File: src/rtl/control_sequencer.sv
// Hardwired fetch/execute control unit for register-register ALU instructions.
// All strobes are registered and decoded from the next state, so each is valid for the whole cycle.
module control_sequencer #(
  parameter int unsigned MEM_WAIT = 1,
  parameter logic [4:0]  OP_NEG   = 5'b10001,
  parameter logic [4:0]  OP_NOT   = 5'b10010,
  parameter logic [4:0]  OP_NOP   = 5'b11010,
  parameter logic [4:0]  OP_HALT  = 5'b11011
) (
  input  logic        clk,
  input  logic        clear,
  input  logic        run,
  input  logic [31:0] IR_Data,
  output logic        PC_select,
  output logic        Z_LO_select,
  output logic        MDR_select,
  output logic [15:0] reg_out_sel,
  output logic [15:0] reg_in_en,
  output logic        PC_enable,
  output logic        PC_increment_enable,
  output logic        IR_enable,
  output logic        Y_enable,
  output logic        Z_enable,
  output logic        MAR_enable,
  output logic        MDR_enable,
  output logic        read,
  output logic [4:0]  alu_instruction,
  output logic        done,
  output logic        illegal,
  output logic        halted
);

  // state  | meaning
  // IDLE   | waiting for run
  // T0     | PC -> MAR, Z <= PC+1
  // T1     | Z_LO -> PC, memory read into MDR (held MEM_WAIT+1 cycles)
  // T2     | MDR -> IR
  // T3..T5 | execute steps, length depends on opcode class
  // HALT   | parked until clear
  typedef enum logic [2:0] {
    S_IDLE, S_T0, S_T1, S_T2, S_T3, S_T4, S_T5, S_HALT
  } state_t;

  typedef struct packed {
    logic        pc_sel;
    logic        zlo_sel;
    logic        mdr_sel;
    logic [15:0] reg_out;
    logic [15:0] reg_in;
    logic        pc_en;
    logic        pc_inc;
    logic        ir_en;
    logic        y_en;
    logic        z_en;
    logic        mar_en;
    logic        mdr_en;
    logic        rd;
    logic [4:0]  alu;
    logic        done;
    logic        ill;
    logic        hlt;
  } ctrl_t;

  state_t      state_q, state_d;
  logic [2:0]  wait_q, wait_d;
  logic [16:0] ir_q, ir_d;
  ctrl_t       ctrl_q, ctrl_d;

  logic [4:0] op;
  logic [3:0] ra, rb, rc;
  logic       is_3op, is_un;
  logic       unused_ir;

  assign unused_ir = ^IR_Data[14:0];

  // Decode from ir_d so the T3 strobes can use the IR value captured on the same edge.
  assign op     = ir_d[16:12];
  assign ra     = ir_d[11:8];
  assign rb     = ir_d[7:4];
  assign rc     = ir_d[3:0];
  assign is_3op = (op < 5'b01100);
  assign is_un  = (op == OP_NEG) || (op == OP_NOT);

  always_ff @(posedge clk or posedge clear) begin
    if (clear) begin
      state_q <= S_IDLE;
      wait_q  <= '0;
      ir_q    <= '0;
      ctrl_q  <= '0;
    end else begin
      state_q <= state_d;
      wait_q  <= wait_d;
      ir_q    <= ir_d;
      ctrl_q  <= ctrl_d;
    end
  end

  always_comb begin
    state_d = state_q;
    wait_d  = wait_q;
    ir_d    = ir_q;
    case (state_q)
      S_IDLE: if (run) state_d = S_T0;
      S_T0: begin
        state_d = S_T1;
        wait_d  = 3'(MEM_WAIT);
      end
      S_T1: begin
        if (wait_q == 3'd0) state_d = S_T2;
        else                wait_d  = wait_q - 3'd1;
      end
      S_T2: begin
        state_d = S_T3;
        ir_d    = IR_Data[31:15];
      end
      S_T3: begin
        if (is_3op || is_un)   state_d = S_T4;
        else if (op == OP_HALT) state_d = S_HALT;
        else                   state_d = S_T0;
      end
      S_T4:    state_d = is_3op ? S_T5 : S_T0;
      S_T5:    state_d = S_T0;
      S_HALT:  state_d = S_HALT;
      default: state_d = S_IDLE;
    endcase
  end

  always_comb begin
    ctrl_d = '0;
    case (state_d)
      S_T0: begin
        ctrl_d.pc_sel = 1'b1;
        ctrl_d.mar_en = 1'b1;
        ctrl_d.pc_inc = 1'b1;
        ctrl_d.z_en   = 1'b1;
      end
      S_T1: begin
        ctrl_d.zlo_sel = 1'b1;
        ctrl_d.pc_en   = 1'b1;
        ctrl_d.rd      = 1'b1;
        ctrl_d.mdr_en  = 1'b1;
      end
      S_T2: begin
        ctrl_d.mdr_sel = 1'b1;
        ctrl_d.ir_en   = 1'b1;
      end
      S_T3: begin
        if (is_3op) begin
          ctrl_d.reg_out = 16'd1 << rb;
          ctrl_d.y_en    = 1'b1;
        end else if (is_un) begin
          ctrl_d.reg_out = 16'd1 << rb;
          ctrl_d.alu     = op;
          ctrl_d.z_en    = 1'b1;
        end else if (op == OP_NOP) begin
          ctrl_d.done = 1'b1;
        end else if (op != OP_HALT) begin
          ctrl_d.ill  = 1'b1;
          ctrl_d.done = 1'b1;
        end
      end
      S_T4: begin
        if (is_3op) begin
          ctrl_d.reg_out = 16'd1 << rc;
          ctrl_d.alu     = op;
          ctrl_d.z_en    = 1'b1;
        end else begin
          ctrl_d.zlo_sel = 1'b1;
          ctrl_d.reg_in  = 16'd1 << ra;
          ctrl_d.done    = 1'b1;
        end
      end
      S_T5: begin
        ctrl_d.zlo_sel = 1'b1;
        ctrl_d.reg_in  = 16'd1 << ra;
        ctrl_d.done    = 1'b1;
      end
      S_HALT:  ctrl_d.hlt = 1'b1;
      default: ctrl_d = '0;
    endcase
  end

  assign PC_select           = ctrl_q.pc_sel;
  assign Z_LO_select         = ctrl_q.zlo_sel;
  assign MDR_select          = ctrl_q.mdr_sel;
  assign reg_out_sel         = ctrl_q.reg_out;
  assign reg_in_en           = ctrl_q.reg_in;
  assign PC_enable           = ctrl_q.pc_en;
  assign PC_increment_enable = ctrl_q.pc_inc;
  assign IR_enable           = ctrl_q.ir_en;
  assign Y_enable            = ctrl_q.y_en;
  assign Z_enable            = ctrl_q.z_en;
  assign MAR_enable          = ctrl_q.mar_en;
  assign MDR_enable          = ctrl_q.mdr_en;
  assign read                = ctrl_q.rd;
  assign alu_instruction     = ctrl_q.alu;
  assign done                = ctrl_q.done;
  assign illegal             = ctrl_q.ill;
  assign halted              = ctrl_q.hlt;

endmodule
File: config.mk
export PLATFORM = sky130hd
export DESIGN_NAME = control_sequencer
export DESIGN_NICKNAME = d
export VERILOG_FILES = /design/src/rtl/control_sequencer.sv
export SDC_FILE = /design/constraint.sdc
export NUM_CORES = 1
export LEC_CHECK = 0
export BUFFER_PORTS_ARGS = -buffer_cell sky130_fd_sc_hd__buf_2
export CAP_MARGIN = 20
export CORE_UTILIZATION = 42
export DETAILED_ROUTE_END_ITERATION = 8
export GPL_TIMING_DRIVEN = 0
export PLACE_DENSITY = 0.68
export SLEW_MARGIN = 0
export SYNTH_ARGS = -nofsm -noshare
export SYNTH_HDL_FRONTEND = slang
export SYNTH_SLANG_ARGS = --single-unit
File: constraint.sdc
create_clock -name clk -period 2.6 [get_ports clk]
set_input_delay 0 -clock clk [delete_from_list [all_inputs] [get_ports clk]]
set_output_delay 0 -clock clk [all_outputs]
set_load 0.01 [all_outputs]
==> results of run 1 <==
flip-flops by register name (all words and copies together), names as in the netlist:
signal,cells
reg_in_en,16
reg_out_sel,16
ir_q,13
alu_instruction,5
state_q,3
wait_q,3
IR_enable,1
MAR_enable,1
MDR_enable,1
Y_enable,1
Z_LO_select,1
Z_enable,1
done,1
halted,1
illegal,1
cell usage in the layout (no fill, tap or decap), types with 3 or more instances in the layout:
cell / instances
a211oi_1: 3
clkinv_2: 4
nor3b_1: 7
dlygate4sd3_1: 15
buf_4: 7
or3_1: 3
nand3b_1: 5
o21ai_0: 16
nand2b_1: 4
nor2_1: 17
a31oi_1: 8
buf_2: 76
nand2_1: 46
clkbuf_8: 9
clkbuf_1: 5
dfrtp_1: 65
nand3_1: 7
a21oi_1: 12
inv_1: 10
and3_1: 3
o21a_1: 3
o22ai_1: 17
nor3_1: 16
nor2b_1: 6
synthesized netlist by cell type (all sizes together):
cell     count
a211oi       3
a21boi       1
a21o         1
a21oi       12
a2bb2oi      2
a31oi        8
a32oi        1
a41o         1
a41oi        1
and2         2
and3         3
and3b        1
buf         16
clkbuf       4
dfrtp       65
ha           2
inv         11
mux2i        1
nand2       46
nand2b       4
nand3        7
nand3b       5
nand4b       1
nor2        17
nor2b        6
nor3        17
nor3b        7
nor4         2
nor4b        2
o211ai       1
o21a         3
o21ai       18
o22ai       17
o31a         1
o31ai        1
o32ai        1
or2          1
or3          3
xnor2        2
xor2         1
cell type report:
| type | instances | area share |
|---|---|---|
| Buffer | 20 | 0.0333 |
| Inverter | 11 | 0.0111 |
| Clock buffer | 10 | 0.0343 |
| Timing Repair Buffer | 86 | 0.140 |
| Sequential cell | 65 | 0.438 |
| Clock inverter | 6 | 0.00942 |
| Multi-Input combinational cell | 202 | 0.307 |
| Tap cell | 80 | 0.0269 |
worst min-delay path by stage:
stage                         endpoint  depth (start not counted)  slack (ns)   startpoint
floorplan           alu_instruction[4]                          1        0.09  IR_Data[29]
global placement              ir_q[10]                          3        0.22  IR_Data[25]
detailed placement     reg_out_sel[14]                          2        0.09        clear
CTS                    reg_out_sel[15]                          3       0.001  IR_Data[19]
global route            reg_out_sel[2]                          3        0.03  IR_Data[19]
finish                  reg_out_sel[2]                          3        0.02  IR_Data[19]
through the flow:
stage	cell area [sq um]	setup WS, ns	std cells	hold WS, ns
final	3720	0.701	480	0.0196
after floorplan	2930	0.950	298	0.0923
after global placement	3380	0.279	448	0.217
after CTS	3720	0.735	480	0.00146
after detailed placement	3400	0.750	449	0.0875
after global routing	3720	0.534	480	0.0290
worst max-delay path, delay by kind of cell, from the launching register on:
| kind | cells | cell delay, ns |
|---|---|---|
| compound gates | 2 | 0.64 |
| buf+inv | 2 | 0.45 |
| simple gates | 1 | 0.30 |
| flops | 1 | 0.37 |
where the power goes:
part | switching (W) | internal (W) | leakage [nW] | total (W)
combinational | 0.000903 | 0.000579 | 0.924 | 0.00148
sequential | 0.000157 | 0.00121 | 0.871 | 0.00137
clock | 0.000385 | 0.000338 | 0.0818 | 0.000723
cell families (layout without fill, tap and decap cells):
family	after synthesis	in the layout	synth area share
flops	65	65	0.554
mux	1	1	0.00341
compound gates	72	72	0.156
buf+inv	31	133	0.0563
fa+ha+maj	2	2	0.00853
xor+xnor	3	3	0.00896
simple gates	124	124	0.213
per-layer routing:
| metal | vias up | wire (um) |
|---|---|---|
| li1 | 1236 | - |
| met1 | 1221 | 3110 |
| met2 | 83 | 3170 |
| met3 | 15 | 337 |
| met4 | 0 | 154 |
| met5 | - | 0 |
==> impl_metrics.env, run 1 <==
export IMPL_criticalPathCategory="reg -> reg"
export IMPL_crit_slowest_cell="a31oi_1"
export IMPL_path_cells="buf_2, nand3b_1, clkbuf_1, a31oi_1, o22ai_1"
export IMPL_vdd_drop_max_mv=0.411
export IMPL_clk_pin_slew_ns=0.07
export IMPL_viasPerCell=5.32
export IMPL_leakage_nw=1.88
export IMPL_cts_hold_fix_buffers=15
export IMPL_yosys_area_top_type="dfrtp_1"
export IMPL_relSlewSlack=0.612
export IMPL_synth_area_leaders="dfrtp_1 (55%), nand2_1 (5.9%), o22ai_1 (3.6%)"
export IMPL_rrSetupSlack_ns=0.70
export IMPL_fin_nets=432
export IMPL_grt_total_usage=0.202
export IMPL_min_period_over_period=0.731
export IMPL_grt_max_degree=41
export IMPL_maxCapViolCount=0
export IMPL_fill_cells=636
export IMPL_portBuffers=70
export IMPL_first_pass_iters=5
export IMPL_seqCellArea_sq_um=1630
export IMPL_dieHeight_um=85.6
export IMPL_end_kind="flop"
export IMPL_die_x_um=85.6
export IMPL_cts_htree_levels=3
export IMPL_post_cts_resized=0
export IMPL_slowest_delay_ns=0.47
export IMPL_crit_arrival_ns=2.09
export IMPL_multi_input_area_sq_um=1140
export IMPL_detail_route_antenna_nets=0
export IMPL_busiest_layer="met2"
export IMPL_power_total_w=0.00357
export IMPL_hold_class="in -> reg"
export IMPL_grt_pass1_vias=2394
export IMPL_post_cts_buffers=0
export IMPL_fin_setup_tns_ns=0
export IMPL_endpoint="reg_out_sel[11]"
export IMPL_ios=86
export IMPL_fin_crit_ns=1.90
export IMPL_area_delta_synth_final_pct=26.7
export IMPL_antenna_found_initial=0
export IMPL_clock_sinks=65
export IMPL_finalSetupViolations=0
export IMPL_drv_slew=0
export IMPL_status="complete, no violations"
export IMPL_drt_iter0_markers=127
export IMPL_max_freq_mhz=526
export IMPL_r2r_start="state_q[2]"
export IMPL_clockBufferDepth=2
export IMPL_synth_yosys_seq_area_share=0.554
export IMPL_avgSynthCellArea_sq_um=9.85
export IMPL_cts_buffers=9
export IMPL_routed_wirelength_mm=6.78
export IMPL_p_per_area_nw_per_um2=961
export IMPL_grtUsageMet3=0.0395
export IMPL_grt_overflow=0
export IMPL_gr_usage_met1=0.274
export IMPL_synth_distinct_cells=46
export IMPL_num_antenna_cells=0
export IMPL_rsz0062_at_grt="false"
export IMPL_grt_pass1_wl_mm=11.4
export IMPL_rr_endpoint="reg_out_sel[11]"
export IMPL_vias=2555
export IMPL_yosys_register_bits=65
export IMPL_hold_viol=0
export IMPL_fin_util=0.550
export IMPL_clock_skew_ns=0.0102
export IMPL_routedWlPerCell_um=14.1
export IMPL_syn_area_sq_um=2930
export IMPL_die_area_sq_um=7320
export IMPL_layout_drive_gt1_share=0.268
export IMPL_rows=30
export IMPL_required_ns=2.79
export IMPL_remaining_drc_errors=0
export IMPL_synth_cells=298
export IMPL_cp_start_kind="flop"
export IMPL_clockRootBuffer="clkbuf_8"
export IMPL_cp_startpoint="state_q[2]"
export IMPL_path_max_fanout=10
export IMPL_initial_core_util=0.434
export IMPL_gp_congestion=0.898
export IMPL_synth_top_area_frac=0.554
export IMPL_rr_worst_depth=5
export IMPL_tightest_slew_ns=0.581
export IMPL_use_met2=0.311
export IMPL_syn_nets=335
export IMPL_yosysWarnings=0
export IMPL_core_sq_um=6760
export IMPL_dp_hpwl_mm=4.91
export IMPL_clk_latency_ns=0.35
export IMPL_cts_tree="yes"
Note: power is estimated with default switching activity, not from simulation.
==> run 2: changes to the inputs <==
--- a/config.mk
+++ b/config.mk
@@ -5,12 +5,13 @@
 export SDC_FILE = /design/constraint.sdc
 export NUM_CORES = 1
 export LEC_CHECK = 0
+export ABC_AREA = 1
 export BUFFER_PORTS_ARGS = -buffer_cell sky130_fd_sc_hd__buf_2
 export CAP_MARGIN = 20
 export CORE_UTILIZATION = 42
 export DETAILED_ROUTE_END_ITERATION = 8
 export GPL_TIMING_DRIVEN = 0
-export PLACE_DENSITY = 0.68
+export PLACE_DENSITY = 0.7
 export SLEW_MARGIN = 0
 export SYNTH_ARGS = -nofsm -noshare
 export SYNTH_HDL_FRONTEND = slang
==> constraint.sdc (replaced) <==
create_clock -name clk -period 1.7 [get_ports clk]
set_input_delay 0 -clock clk [delete_from_list [all_inputs] [get_ports clk]]
set_output_delay 0 -clock clk [all_outputs]
set_load 0.01 [all_outputs]
==> run 2 against run 1 <==
Net effect: the flow now finishes with violations (negative setup slack); flip-flop and latch count rose by 4; core utilization rose by 10 points; routed wire length rose by 24%; sequential share of layout area fell by 7.5 points; cell count rose by 24%; clock power rose by 88%; register-to-register slack got worse by 1.1 ns; area after synthesis rose by 8.7%; critical path depth rose by 10; largest power group unchanged.
==> impl_metrics.env, run 2 <==
export IMPL_clockRootBuffer="clkbuf_8"
export IMPL_initial_core_util=0.437
export IMPL_clockBufferDepth=2
export IMPL_grt_max_degree=39
export IMPL_dieHeight_um=89.1
export IMPL_syn_area_sq_um=3190
export IMPL_yosys_area_top_type="dfrtp_1"
export IMPL_grt_pass1_vias=2804
export IMPL_top_register="ir_q"
export IMPL_yosysWarnings=0
export IMPL_stdcell_area_sq_um=4770
export IMPL_grt_pass1_wl_mm=12.8
export IMPL_async_flop_share=1.00
export IMPL_min_period_over_period=1.23
export IMPL_clock_sinks=69
export IMPL_synthAdderAreaFrac=0.00785
export IMPL_viasPerCell=4.85
export IMPL_fin_ws_ns=-0.398
export IMPL_gp_congestion=0.840
export IMPL_cts_buffers=9
export IMPL_syn_nets=398
export IMPL_synth_top_family_by_area="simple AND/OR/NAND/NOR gates"
export IMPL_remaining_drc_errors=0
export IMPL_fin_setup_tns_ns=-14.03
export IMPL_fill_cells=585
export IMPL_synth_edf_count=0
export IMPL_dp_hpwl_mm=4.89
export IMPL_leakage_nw=2.56
export IMPL_cp_start_kind="flop"
export IMPL_clk_pin_slew_ns=0.08
export IMPL_area_delta_synth_final_pct=49.5
export IMPL_clock_skew_ns=0.0101
export IMPL_rsz0062_at_grt="true"
export IMPL_synth_compound_area_frac=0.0608
export IMPL_crit_arrival_ns=2.38
export IMPL_fin_util=0.654
export IMPL_num_antenna_cells=0
export IMPL_maxCapViolCount=0
export IMPL_routedWlPerCell_um=14.2
export IMPL_synth_distinct_cells=30
export IMPL_layout_drive_gt1_share=0.545
export IMPL_routed_wirelength_mm=8.44
export IMPL_detail_route_antenna_nets=0
export IMPL_criticalPathCategory="reg -> reg"
export IMPL_first_pass_iters=4
export IMPL_required_ns=1.98
export IMPL_synth_yosys_seq_area_share=0.541
export IMPL_drt_iter0_markers=71
export IMPL_grt_overflow=0
export IMPL_synth_top_area_frac=0.541
export IMPL_hold_class="in -> reg"
export IMPL_status="finished, violations left"
export IMPL_fin_crit_ns=2.10
export IMPL_final_cell_mix="buf_2 (70), dfrtp_1 (68), nand2_1 (48)"
export IMPL_path_max_fanout=6
export IMPL_drv_slew=0
export IMPL_cts_tree="yes"
export IMPL_violations="negative setup slack"
export IMPL_die_x_um=89.1
export IMPL_synth_area_leaders="dfrtp_1 (54%), nand2_1 (8.8%), nor2_1 (5.8%)"
export IMPL_grt_total_usage=0.216
export IMPL_yosysMostFrequentCell="nand2_1"
export IMPL_layout_commonest_cell="buf_2"
export IMPL_avgSynthCellArea_sq_um=8.83
export IMPL_hold_viol=0
export IMPL_vias=2883
export IMPL_largest_reg_flops=17
export IMPL_fin_nets=527
export IMPL_rows=31
export IMPL_end_kind="flop"
export IMPL_p_per_area_nw_per_um2=1950
export IMPL_synth_commonest_cells="nand2_1 (75), dfrtp_1 (69), nor2_1 (49)"
export IMPL_portBuffers=70
export IMPL_clk_latency_ns=0.36
export IMPL_core_sq_um=7290
export IMPL_synth_cells=361
export IMPL_power_total_w=0.00931
export IMPL_vdd_drop_max_mv=0.707
export IMPL_synth_mux_area_frac=0
export IMPL_yosys_register_bits=69
export IMPL_dpl_cell_area_sq_um=3720
export IMPL_synthFlopType="dfrtp_1"
export IMPL_relSlewSlack=0.459
export IMPL_finalSetupViolations=46
export IMPL_die_area_sq_um=7950
export IMPL_synthXorXnorAreaFrac=0
export IMPL_tightest_slew_ns=0.810
export IMPL_max_freq_mhz=477
export IMPL_antenna_found_initial=0
export IMPL_synthSimpleGateAreaFrac=0.304
export IMPL_ios=86
export IMPL_cts_htree_levels=3
## run 2: cell count changes after synthesis, moves of 8 or more
| cell | before | now |
|---|---|---|
| o22ai_1 | 17 | 1 |
| a21oi_1 | 12 | 2 |
| nand2_2 | 0 | 10 |
| nand3_1 | 7 | 16 |
| nor2_1 | 17 | 49 |
| inv_1 | 11 | 39 |
| a31oi_1 | 8 | 0 |
| nand2_1 | 46 | 75 |
| or2_2 | 1 | 13 |
## run 2: critical path: stages, from the launching register on
cell,delay (ns)
dfrtp_2,0.43
inv_4,0.10
buf_6,0.10
nand4_1,0.13
nand2_4,0.14
nand2_4,0.09
nand3_4,0.08
nand2_2,0.06
inv_2,0.06
nand2_4,0.06
a21oi_4,0.19
nand2_4,0.09
nor2_8,0.18
clkbuf_16,0.18
nand2_1,0.05
o21ai_1,0.09
## run 2: logic make-up after synthesis
logic type,after synthesis
buf+inv,57
simple gates,198
compound gates,35
fa+ha+maj,2
flops,69
## run 2: routing by layer
layer | global-route usage | vias to the layer above | routed length [um]
met5 | 0 | - | 0
met1 | 0.262 | 1385 | 3590
met3 | 0.0443 | 14 | 342
met4 | 0.0952 | 0 | 161
li1 | - | 1394 | -
met2 | 0.373 | 90 | 4340
## run 2: timing repair
action                                 in CTS  in global routing
cloned                                      1                  1
setup buffers                              35                 10
setup endpoints to repair                  55                 54
hold buffers                                1                  0
resized for setup                          72                 64
pin swaps                                   6                 18
endpoints found under the hold margin      37                  0
## run 2: layout make-up
class	count	area, sq um	area share
Sequential cell	69	1730	0.362
Timing Repair Buffer	117	796	0.167
Clock buffer	11	141	0.0296
Inverter	45	195	0.0409
Multi-Input combinational cell	235	1600	0.336
Buffer	12	116	0.0244
Timing Repair inverter	1	6.26	0.00131
Clock inverter	5	60.1	0.0126
Tap cell	99	124	0.0260
## run 2: worst paths after layout
kind	startpoint	endpoint	cells past startpoint	slack [ns]
max in group asynchronous	clear	ir_q[1]	4	0.74
worst max register to register	state_q[2]	reg_out_sel[5]	15	-0.40
worst min-delay path	IR_Data[28]	ir_q[13]	3	0.01
worst min register to register	wait_q[2]	wait_q[2]	2	0.54
worst max-delay path	state_q[2]	reg_out_sel[5]	15	-0.40
min in group asynchronous	clear	state_q[0]	3	0.35
## run 2: metrics by stage
| step | instances | setup WS [ns] | hold slack, ns |
|---|---|---|---|
| after CTS | 584 | -0.313 | 0.0110 |
| after floorplan | 361 | -0.184 | 0.163 |
| after global placement | 530 | -0.487 | 0.356 |
| after detailed placement | 531 | -0.491 | 0.187 |
| after global routing | 594 | -0.528 | 0.0150 |
| final | 594 | -0.398 | 0.0121 |
## run 2: where the power goes
| group | switching (W) | internal, W |
|---|---|---|
| clock | 0.000641 | 0.000720 |
| combinational | 0.00342 | 0.00228 |
| sequential | 0.000205 | 0.00205 |
